===== config.mk =====
export PLATFORM = sky130hd
export DESIGN_NAME = write_once_ram
export DESIGN_NICKNAME = d
export VERILOG_FILES = /design/src/rtl/write_once_ram.sv
export SDC_FILE = /design/constraint.sdc
export NUM_CORES = 1
export LEC_CHECK = 0
export CORE_MARGIN = 2
export CORE_UTILIZATION = 45
export DETAILED_ROUTE_END_ITERATION = 8
export MAX_ROUTING_LAYER = met4
export SYNTH_ARGS = -nofsm -noshare
export SYNTH_HDL_FRONTEND = slang
export SYNTH_SLANG_ARGS = --single-unit

===== constraint.sdc =====
create_clock -name clk -period 6.2 [get_ports clk]
set_input_delay 1.24 -clock clk [delete_from_list [all_inputs] [get_ports clk]]
set_output_delay 1.24 -clock clk [all_outputs]
set_load 0.03 [all_outputs]

===== src/rtl/write_once_ram.sv =====
// write_once_ram: write-once storage with per-address usage, data-bit overlap tracking and sticky error flags.
// Read latency READ_LAT (1 or 2) cycles, fully pipelined; no backpressure, one read and one write accepted per cycle.
module write_once_ram #(
  parameter int ADDR_W   = 5,
  parameter int DATA_W   = 32,
  parameter int READ_LAT = 1
) (
  input  logic              clk,
  input  logic              resetn,
  input  logic              clr,
  input  logic              wr_en,
  input  logic [ADDR_W-1:0] wr_addr,
  input  logic [DATA_W-1:0] wr_data,
  input  logic              rd_en,
  input  logic [ADDR_W-1:0] rd_addr,
  output logic              rd_valid,
  output logic [DATA_W-1:0] rd_data,
  output logic              rd_hit,
  output logic [ADDR_W:0]   used_count,
  output logic              full,
  output logic [DATA_W-1:0] bits_or,
  output logic              err_rewrite,
  output logic              err_unwritten,
  output logic              err_overlap
);

  localparam int DEPTH = 1 << ADDR_W;
  localparam logic [ADDR_W:0] CNT_ONE  = (ADDR_W+1)'(1);
  localparam logic [ADDR_W:0] CNT_FULL = (ADDR_W+1)'(DEPTH);

  logic [DATA_W-1:0] mem_q [DEPTH];
  logic [DEPTH-1:0]  used_q, used_d;
  logic [ADDR_W:0]   count_q, count_d;
  logic [DATA_W-1:0] bits_q, bits_d;
  logic              err_rw_q, err_rw_d;
  logic              err_un_q, err_un_d;
  logic              err_ov_q, err_ov_d;

  // Read pipeline: valid, hit and data per stage; the last stage drives the outputs.
  logic [READ_LAT-1:0] pv_q, pv_d;
  logic [READ_LAT-1:0] ph_q, ph_d;
  logic [DATA_W-1:0]   pd_q [READ_LAT];
  logic [DATA_W-1:0]   pd_d [READ_LAT];

  logic wr_used, wr_acc, rd_used;

  always_comb begin
    rd_used = used_q[rd_addr];
    pv_d    = '0;
    ph_d    = '0;
    for (int i = 0; i < READ_LAT; i++) pd_d[i] = '0;
    pv_d[0] = rd_en;
    ph_d[0] = rd_en && rd_used;
    pd_d[0] = (rd_en && rd_used) ? mem_q[rd_addr] : '0;
    for (int i = 1; i < READ_LAT; i++) begin
      pv_d[i] = pv_q[i-1];
      ph_d[i] = ph_q[i-1];
      pd_d[i] = pd_q[i-1];
    end
  end

  always_comb begin
    wr_used  = used_q[wr_addr];
    wr_acc   = wr_en && !wr_used && !clr;
    used_d   = used_q;
    count_d  = count_q;
    bits_d   = bits_q;
    err_rw_d = err_rw_q;
    err_un_d = err_un_q;
    err_ov_d = err_ov_q;
    if (clr) begin
      used_d   = '0;
      count_d  = '0;
      bits_d   = '0;
      err_rw_d = 1'b0;
      err_un_d = 1'b0;
      err_ov_d = 1'b0;
    end else begin
      if (wr_acc) begin
        used_d[wr_addr] = 1'b1;
        count_d         = count_q + CNT_ONE;
        bits_d          = bits_q | wr_data;
        if (|(wr_data & bits_q)) err_ov_d = 1'b1;
      end
      if (wr_en && wr_used) err_rw_d = 1'b1;
      // Miss flag rises together with the result entering the output stage.
      if (pv_d[READ_LAT-1] && !ph_d[READ_LAT-1]) err_un_d = 1'b1;
    end
  end

  always_ff @(posedge clk or negedge resetn) begin
    if (!resetn) begin
      used_q   <= '0;
      count_q  <= '0;
      bits_q   <= '0;
      err_rw_q <= 1'b0;
      err_un_q <= 1'b0;
      err_ov_q <= 1'b0;
      pv_q     <= '0;
      ph_q     <= '0;
      for (int i = 0; i < READ_LAT; i++) pd_q[i] <= '0;
    end else begin
      used_q   <= used_d;
      count_q  <= count_d;
      bits_q   <= bits_d;
      err_rw_q <= err_rw_d;
      err_un_q <= err_un_d;
      err_ov_q <= err_ov_d;
      pv_q     <= pv_d;
      ph_q     <= ph_d;
      for (int i = 0; i < READ_LAT; i++) pd_q[i] <= pd_d[i];
    end
  end

  // Storage array is deliberately not reset; the used vector gates every read.
  always_ff @(posedge clk) begin
    if (wr_acc) mem_q[wr_addr] <= wr_data;
  end

  assign rd_valid      = pv_q[READ_LAT-1];
  assign rd_hit        = ph_q[READ_LAT-1];
  assign rd_data       = pd_q[READ_LAT-1];
  assign used_count    = count_q;
  assign full          = (count_q == CNT_FULL);
  assign bits_or       = bits_q;
  assign err_rewrite   = err_rw_q;
  assign err_unwritten = err_un_q;
  assign err_overlap   = err_ov_q;

endmodule


==> impl_metrics.py, run 1 <==
metrics = {
    "placed_design": {
        "io_buffers": 122,
        "pre_cts_slack_ns": 1.55,
        "dp_hpwl_mm": 72.4,
        "dpl_cell_area_sq_um": 47400,
        "gp_congestion": 0.830,
    },
    "pwr": {
        "powerDensity_nw_per_um2": 318,
        "pwr-share-seq": 0.517,
        "power.switching_mw": 3.60,
        "intPower_mw": 12.7,
        "ir_worst_vdd_v": 0.000231,
        "p_sw_frac": 0.221,
        "leakagePower_nw": 16.4,
        "power_frac_clock": 0.416,
        "power_frac_comb": 0.067,
    },
    "worst_setup_path": {
        "crit_family": "buffers and inverters",
        "crit_path_start_kind": "input port",
        "reg2reg_depth": 8,
        "cp_num_buf_inv": 4,
        "cpMostUsedCell": "buf_4",
        "cp_max_fo": 72,
        "crit_path_end_kind": "flop",
        "slowest_stage": "clkdlybuf4s50_1",
        "worstPathArrival_ns": 4.28,
        "crit_cells": 9,
        "cp_cell_sequence": "clkdlybuf4s50_1, buf_4, nor2_1, a2111oi_4, o211ai_4, nand2b_4, buf_12, nor3_2, buf_4",
        "worstPathRequired_ns": 6.53,
        "slowest_delay_ns": 0.49,
        "critPathKind": "in -> reg",
    },
    "yosys": {
        "synth-seq-cells": 1131,
        "seq_area_frac_synth": 0.753,
        "syn-cell-area_sq_um": 44400,
        "synth_edf_count": 1024,
        "async_reset_ff_frac": 0.0946,
        "synth_fp_nets": 2017,
        "yosys_warnings": 0,
        "avgSynthCellArea_sq_um": 22.6,
        "synthCells": 1968,
        "ys.flop_type": "edfxtp_1",
        "synth.distinct_cells": 52,
    },
    "timing": {
        "setup_slack_ns": 2.25,
        "skew_ns": 0.0210,
        "post-route-period-util": 0.638,
        "hold_viol": 0,
        "worst_hold_slack_ns": 0.491,
        "rsz0062_at_grt": "no",
        "finalSetupViolCount": 0,
        "finalSetupTns_ns": 0,
        "worstMarginPinSlew_ns": 1.29,
        "drv_slew": 0,
        "max_clock_freq_ghz": 0.253,
        "relSlewSlack": 0.140,
        "period_minus_slack_ns": 3.95,
    },
    "global_routing": {
        "grt_max_degree": 129,
        "gr-total-overflow": 0,
        "grt_use_total": 0.237,
        "busiest_layer": "met2",
        "grt_pass1_wl_mm": 165,
        "antenna_found_initial": 13,
        "grt_pass1_vias": 21700,
        "grtUsageMet2": 0.357,
        "use_met3": 0.0464,
        "met1_usage": 0.328,
    },
    "finish": {
        "post-route-util": 0.521,
        "finalInstanceArea_sq_um": 51100,
        "area_growth_pct": 15.1,
        "layout-drive-gt1-share": 0.311,
        "layout.nets": 2234,
        "nFillCells": 7577,
    },
    "outcome": {
        "status": "finished, final reports clean",
    },
    "clock_network": {
        "cts_buffer_depth": 3,
        "cts.repair.resized": 0,
        "clk_pin_slew_ns": 0.06,
        "cts_made_buffers": 115,
        "cts_tree": "built",
        "hold_buffers": 0,
        "cts.sinks": 1131,
        "htree_levels": 3,
        "root_buffer": "clkbuf_16",
        "cts_setup_buffers": 0,
        "clock_latency_ns": 0.70,
    },
    "detailed_routing": {
        "drt-vias-per-instance": 5.98,
        "antenna_left": 0,
        "wl_per_cell_um": 32.2,
        "dr.pass1.iters": 5,
        "drt_iter0_markers": 2833,
        "drcViolationCount": 0,
        "dr_total_vias": 21400,
        "wl_mm": 115,
    },
    "floorplan": {
        "core-area_sq_um": 98100,
        "die_height_um": 318,
        "die_area_sq_um": 101000,
        "num_rows": 115,
        "start_util": 0.453,
        "ioPinCount": 123,
        "fp.dieW_um": 318,
    },
    "min_path": {
        "hold_class": "reg -> reg",
        "worstHoldPathCells": 2,
    },
    "job": {
        "drv_cap": 0,
    },
}
-- Yosys cell counts (5+ instances only) --
library cell  count  area share
a22oi_1          19      0.0032
buf_1            14      0.0012
buf_12            5      0.0023
buf_2            42      0.0047
buf_4             7      0.0012
buf_6            23      0.0058
clkbuf_1         29      0.0025
dfrtp_1         107       0.060
edfxtp_1       1024        0.69
inv_1            68      0.0057
mux2_2            5      0.0013
mux2i_1          42      0.0095
mux4_2          327        0.17
nand2_1          12      0.0010
nand2b_1         41      0.0058
nand4_1           7     0.00099
nor2_1           46      0.0039
nor2b_1           8      0.0011
nor3_1           34      0.0038
o22ai_2          30      0.0085
o32ai_1          11      0.0022
o32ai_2          21      0.0077
-- worst reg2reg max path: stages, from the launching register on --
cell and delay (ns):
dfrtp_1 0.38, inv_1 0.11, nor2_1 0.08, a2111oi_4 0.39, o211ai_4 0.18, nand2b_4 0.20
buf_12 0.25, nor3_2 0.50, buf_4 0.49
-- kinds of logic (layout without fill, tap and decap cells) --
family	Yosys count	in the layout	synth area share
adder cells (fa/ha/maj)	2	2	0.000563
multiplexers	375	375	0.177
buffers and inverters	190	509	0.0236
other	0	3	0
AO/OA/AOI/OAI	102	102	0.0262
AND/OR/NAND/NOR	168	168	0.0199
flip-flops	1131	1131	0.753
-- power groups by stage --
stage	clock, mW	sequential (mW)	combinational, mW
2_1_floorplan	0	8.63	0.528
3_3_place_gp	0	8.57	1.09
3_5_place_dp	0	8.57	1.10
4_1_cts	6.89	8.41	1.10
5_1_grt	7.21	8.42	1.14
6_report	6.77	8.41	1.09
-- per-layer routing --
layer	wire, um	vias to the layer above
li1	-	8703
met1	46500	11500
met2	55100	992
met4	3420	0
met3	10100	156
met5	0	-
-- final cells by class --
cell class	instances	area, sq um	area share
diodes	3	7.51	0.000147
flip-flops and latches	1131	33400	0.654
repair buffers	221	2010	0.0394
clock buffers	151	3160	0.0617
inverters	69	259	0.00506
multi-input cells	647	10100	0.198
well taps	1287	1610	0.0315
clock inverters	68	562	0.0110
-- flip-flops by register name (all words and copies together) (netlist names) --
register	count
used_count	6
rd_hit	1
err_rewrite	1
bits_or	32
err_overlap	1
err_unwritten	1
rd_valid	1
mem_q	1024
used_q	32
rd_data	32
-- placed cells by master, fill, tap and decap left out, types with 4 or more instances in the layout --
cell type	Yosys	final
clkinv_1	0	25
nor2_1	46	46
mux4_2	327	327
clkbuf_1	29	24
bufinv_16	0	8
mux2_2	5	5
nand2_1	12	12
nor2b_1	8	8
o32ai_2	21	21
nor3_2	0	31
clkbuf_16	0	117
nand2b_1	41	41
clkinv_2	0	27
clkdlybuf4s50_1	0	105
nor4_1	4	4
a22oi_1	19	19
buf_4	7	94
dfrtp_1	107	107
o32ai_1	11	11
buf_2	42	11
inv_1	68	68
o22ai_2	30	30
buf_12	5	8
nand4_1	7	7
mux2i_1	42	42
clkbuf_8	0	10
edfxtp_1	1024	1024
-- final timing paths --
path | start | endpoint | slack, ns
max in group asynchronous | resetn | rd_data[9] | 4.25
setup / recovery | wr_addr[0] | mem_q[17][10] | 2.25
hold reg to reg | err_overlap | err_overlap | 0.49
min in group asynchronous | resetn | used_q[28] | 0.61
hold / removal | err_overlap | err_overlap | 0.49
setup reg to reg | used_q[16] | mem_q[17][10] | 3.22
-- per-stage QoR --
stage / power, mW / cells
after global placement: 9.66 / 3355
after CTS: 16.4 / 3574
after global routing: 16.8 / 3576
after floorplan: 9.16 / 1968
after detailed placement: 9.67 / 3355
final: 16.3 / 3577
No activity file was read; power rests on OpenSTA's default activity.
==> run 2, diff against run 1 <==
==> constraint.sdc (replaced) <==
create_clock -name clk -period 4.1 [get_ports clk]
set_input_delay 0.82 -clock clk [delete_from_list [all_inputs] [get_ports clk]]
set_output_delay 0.82 -clock clk [all_outputs]
set_load 0.03 [all_outputs]
==> impl_metrics.py, run 2 (synthesized netlist as in run 1, its figures left out) <==
metrics = {
    "outcome": {
        "status": "finished, final reports clean",
    },
    "worst_setup_path": {
        "cp_max_fo": 5,
        "crit_path_end_kind": "output port",
        "reg2reg_depth": 8,
        "worstPathRequired_ns": 3.28,
        "critPathKind": "reg -> out",
        "worstPathArrival_ns": 2.32,
        "crit_path_start_kind": "flop",
    },
    "pwr": {
        "leakagePower_nw": 16.7,
        "power_frac_clock": 0.421,
        "intPower_mw": 19.4,
        "power.switching_mw": 5.46,
        "p_sw_frac": 0.220,
        "pwr-share-seq": 0.512,
        "powerDensity_nw_per_um2": 481,
        "power_frac_comb": 0.067,
        "ir_worst_vdd_v": 0.000322,
    },
    "min_path": {
        "hold_class": "in -> async",
    },
    "global_routing": {
        "antenna_found_initial": 6,
        "busiest_layer": "met2",
        "grt_pass1_vias": 21600,
        "grtUsageMet2": 0.370,
        "use_met3": 0.0343,
        "grt_pass1_wl_mm": 165,
        "grt_max_degree": 128,
        "gr-total-overflow": 0,
        "met1_usage": 0.333,
        "grt_use_total": 0.235,
    },
    "timing": {
        "rsz0062_at_grt": "no",
        "relSlewSlack": 0.307,
        "worstMarginPinSlew_ns": 1.04,
        "post-route-period-util": 0.765,
        "skew_ns": 0.0422,
        "finalSetupViolCount": 0,
        "finalSetupTns_ns": 0,
        "period_minus_slack_ns": 3.14,
        "max_clock_freq_ghz": 0.319,
        "hold_viol": 0,
        "drv_slew": 0,
    },
    "detailed_routing": {
        "dr.pass1.iters": 5,
        "drcViolationCount": 0,
        "drt-vias-per-instance": 5.98,
        "wl_mm": 115,
        "dr_total_vias": 21500,
        "wl_per_cell_um": 31.9,
        "drt_iter0_markers": 2931,
        "antenna_left": 0,
    },
    "floorplan": {
        "num_rows": 115,
        "die_area_sq_um": 101000,
        "core-area_sq_um": 98100,
        "fp.dieW_um": 318,
        "start_util": 0.453,
        "die_height_um": 318,
        "ioPinCount": 123,
    },
    "clock_network": {
        "cts_buffer_depth": 3,
        "cts_made_buffers": 113,
        "cts.sinks": 1131,
        "htree_levels": 3,
        "clock_latency_ns": 0.70,
        "cts_tree": "built",
        "root_buffer": "clkbuf_16",
        "clk_pin_slew_ns": 0.06,
        "cts.repair.resized": 0,
        "hold_buffers": 0,
        "cts_setup_buffers": 0,
    },
    "job": {
        "drv_cap": 0,
    },
    "finish": {
        "final_common_cell": "edfxtp_1",
        "post-route-util": 0.527,
        "largest_register": "mem_q",
        "area_growth_pct": 16.4,
        "layout.nets": 2269,
        "largest_reg_flops": 1024,
        "layout_common_cells": "1024 x edfxtp_1, 327 x mux4_2, 117 x buf_4, 115 x clkdlybuf4s50_1, 113 x clkbuf_16",
        "layout-drive-gt1-share": 0.317,
    },
    "placed_design": {
        "io_buffers": 122,
        "gp_congestion": 0.836,
        "dp_hpwl_mm": 73.6,
    },
}
==> run 2: cell types whose count changed in the layout (fill, tap and decap cells not counted), moves of 7 or more <==
| cell | delta |
|---|---|
| clkbuf_8 | -7 |
| buf_4 | +23 |
| clkdlybuf4s50_1 | +10 |
| bufinv_16 | +7 |
| buf_2 | -10 |
| buf_12 | +14 |
==> run 2: metrics by stage <==
step                      instances  setup slack [ns]  area, sq um  power [mW]  hold WS (ns)
final                          3606             0.962        51700        24.9        0.0940
after global routing           3605             0.834        51700        25.6         0.104
after CTS                      3603             0.898        51700        25.0        0.0698
after detailed placement       3392             0.370        47900        14.6         0.480
after global placement         3392             0.388        47900        14.6         0.481
after floorplan                1968            -0.737        44400        13.8         0.507
==> run 2: final cells by class <==
class	count	area (sq um)
Fill cell	7493	46400
Sequential cell	1131	33400
Multi-Input combinational cell	647	10100
Clock buffer	139	2960
Timing Repair Buffer	258	2520
Tap cell	1287	1610
Clock inverter	72	818
Inverter	69	259
Antenna cell	3	7.51
==> run 2: path summary, 6_finish.rpt <==
| kind | from | to | slack (ns) |
|---|---|---|---|
| max in group asynchronous | resetn | rd_data[23] | 3.02 |
| min | resetn | used_q[24] | 0.09 |
| min reg2reg | err_overlap | err_overlap | 0.50 |
| max reg2reg | used_q[16] | mem_q[0][29] | 1.53 |
| max | used_count[0] | full | 0.96 |
| min in group clk | err_overlap | err_overlap | 0.50 |
==> run 2: critical path: stages (launching register included) <==
cell	delay, ns
dfrtp_1	0.42
inv_1	0.12
ha_1	0.15
nand2_1	0.04
nor4_1	0.18
clkdlybuf4s50_1	0.72
==> run 2: power groups by stage <==
stage | clock network, mW | logic (mW) | registers (mW)
floorplan | 0 | 0.799 | 13.0
global route | 11.1 | 1.75 | 12.7
detailed placement | 0 | 1.69 | 13.0
CTS | 10.6 | 1.69 | 12.7
global placement | 0 | 1.67 | 13.0
finish | 10.5 | 1.67 | 12.7
==> run 2: metal layers <==
metal | part of all wire | routed length (um) | up-vias
met2 | 0.49 | 56500 | 985
met3 | 0.075 | 8590 | 126
met1 | 0.42 | 48100 | 11700
met4 | 0.015 | 1690 | 0
met5 | 0 | 0 | -
li1 | - | - | 8762
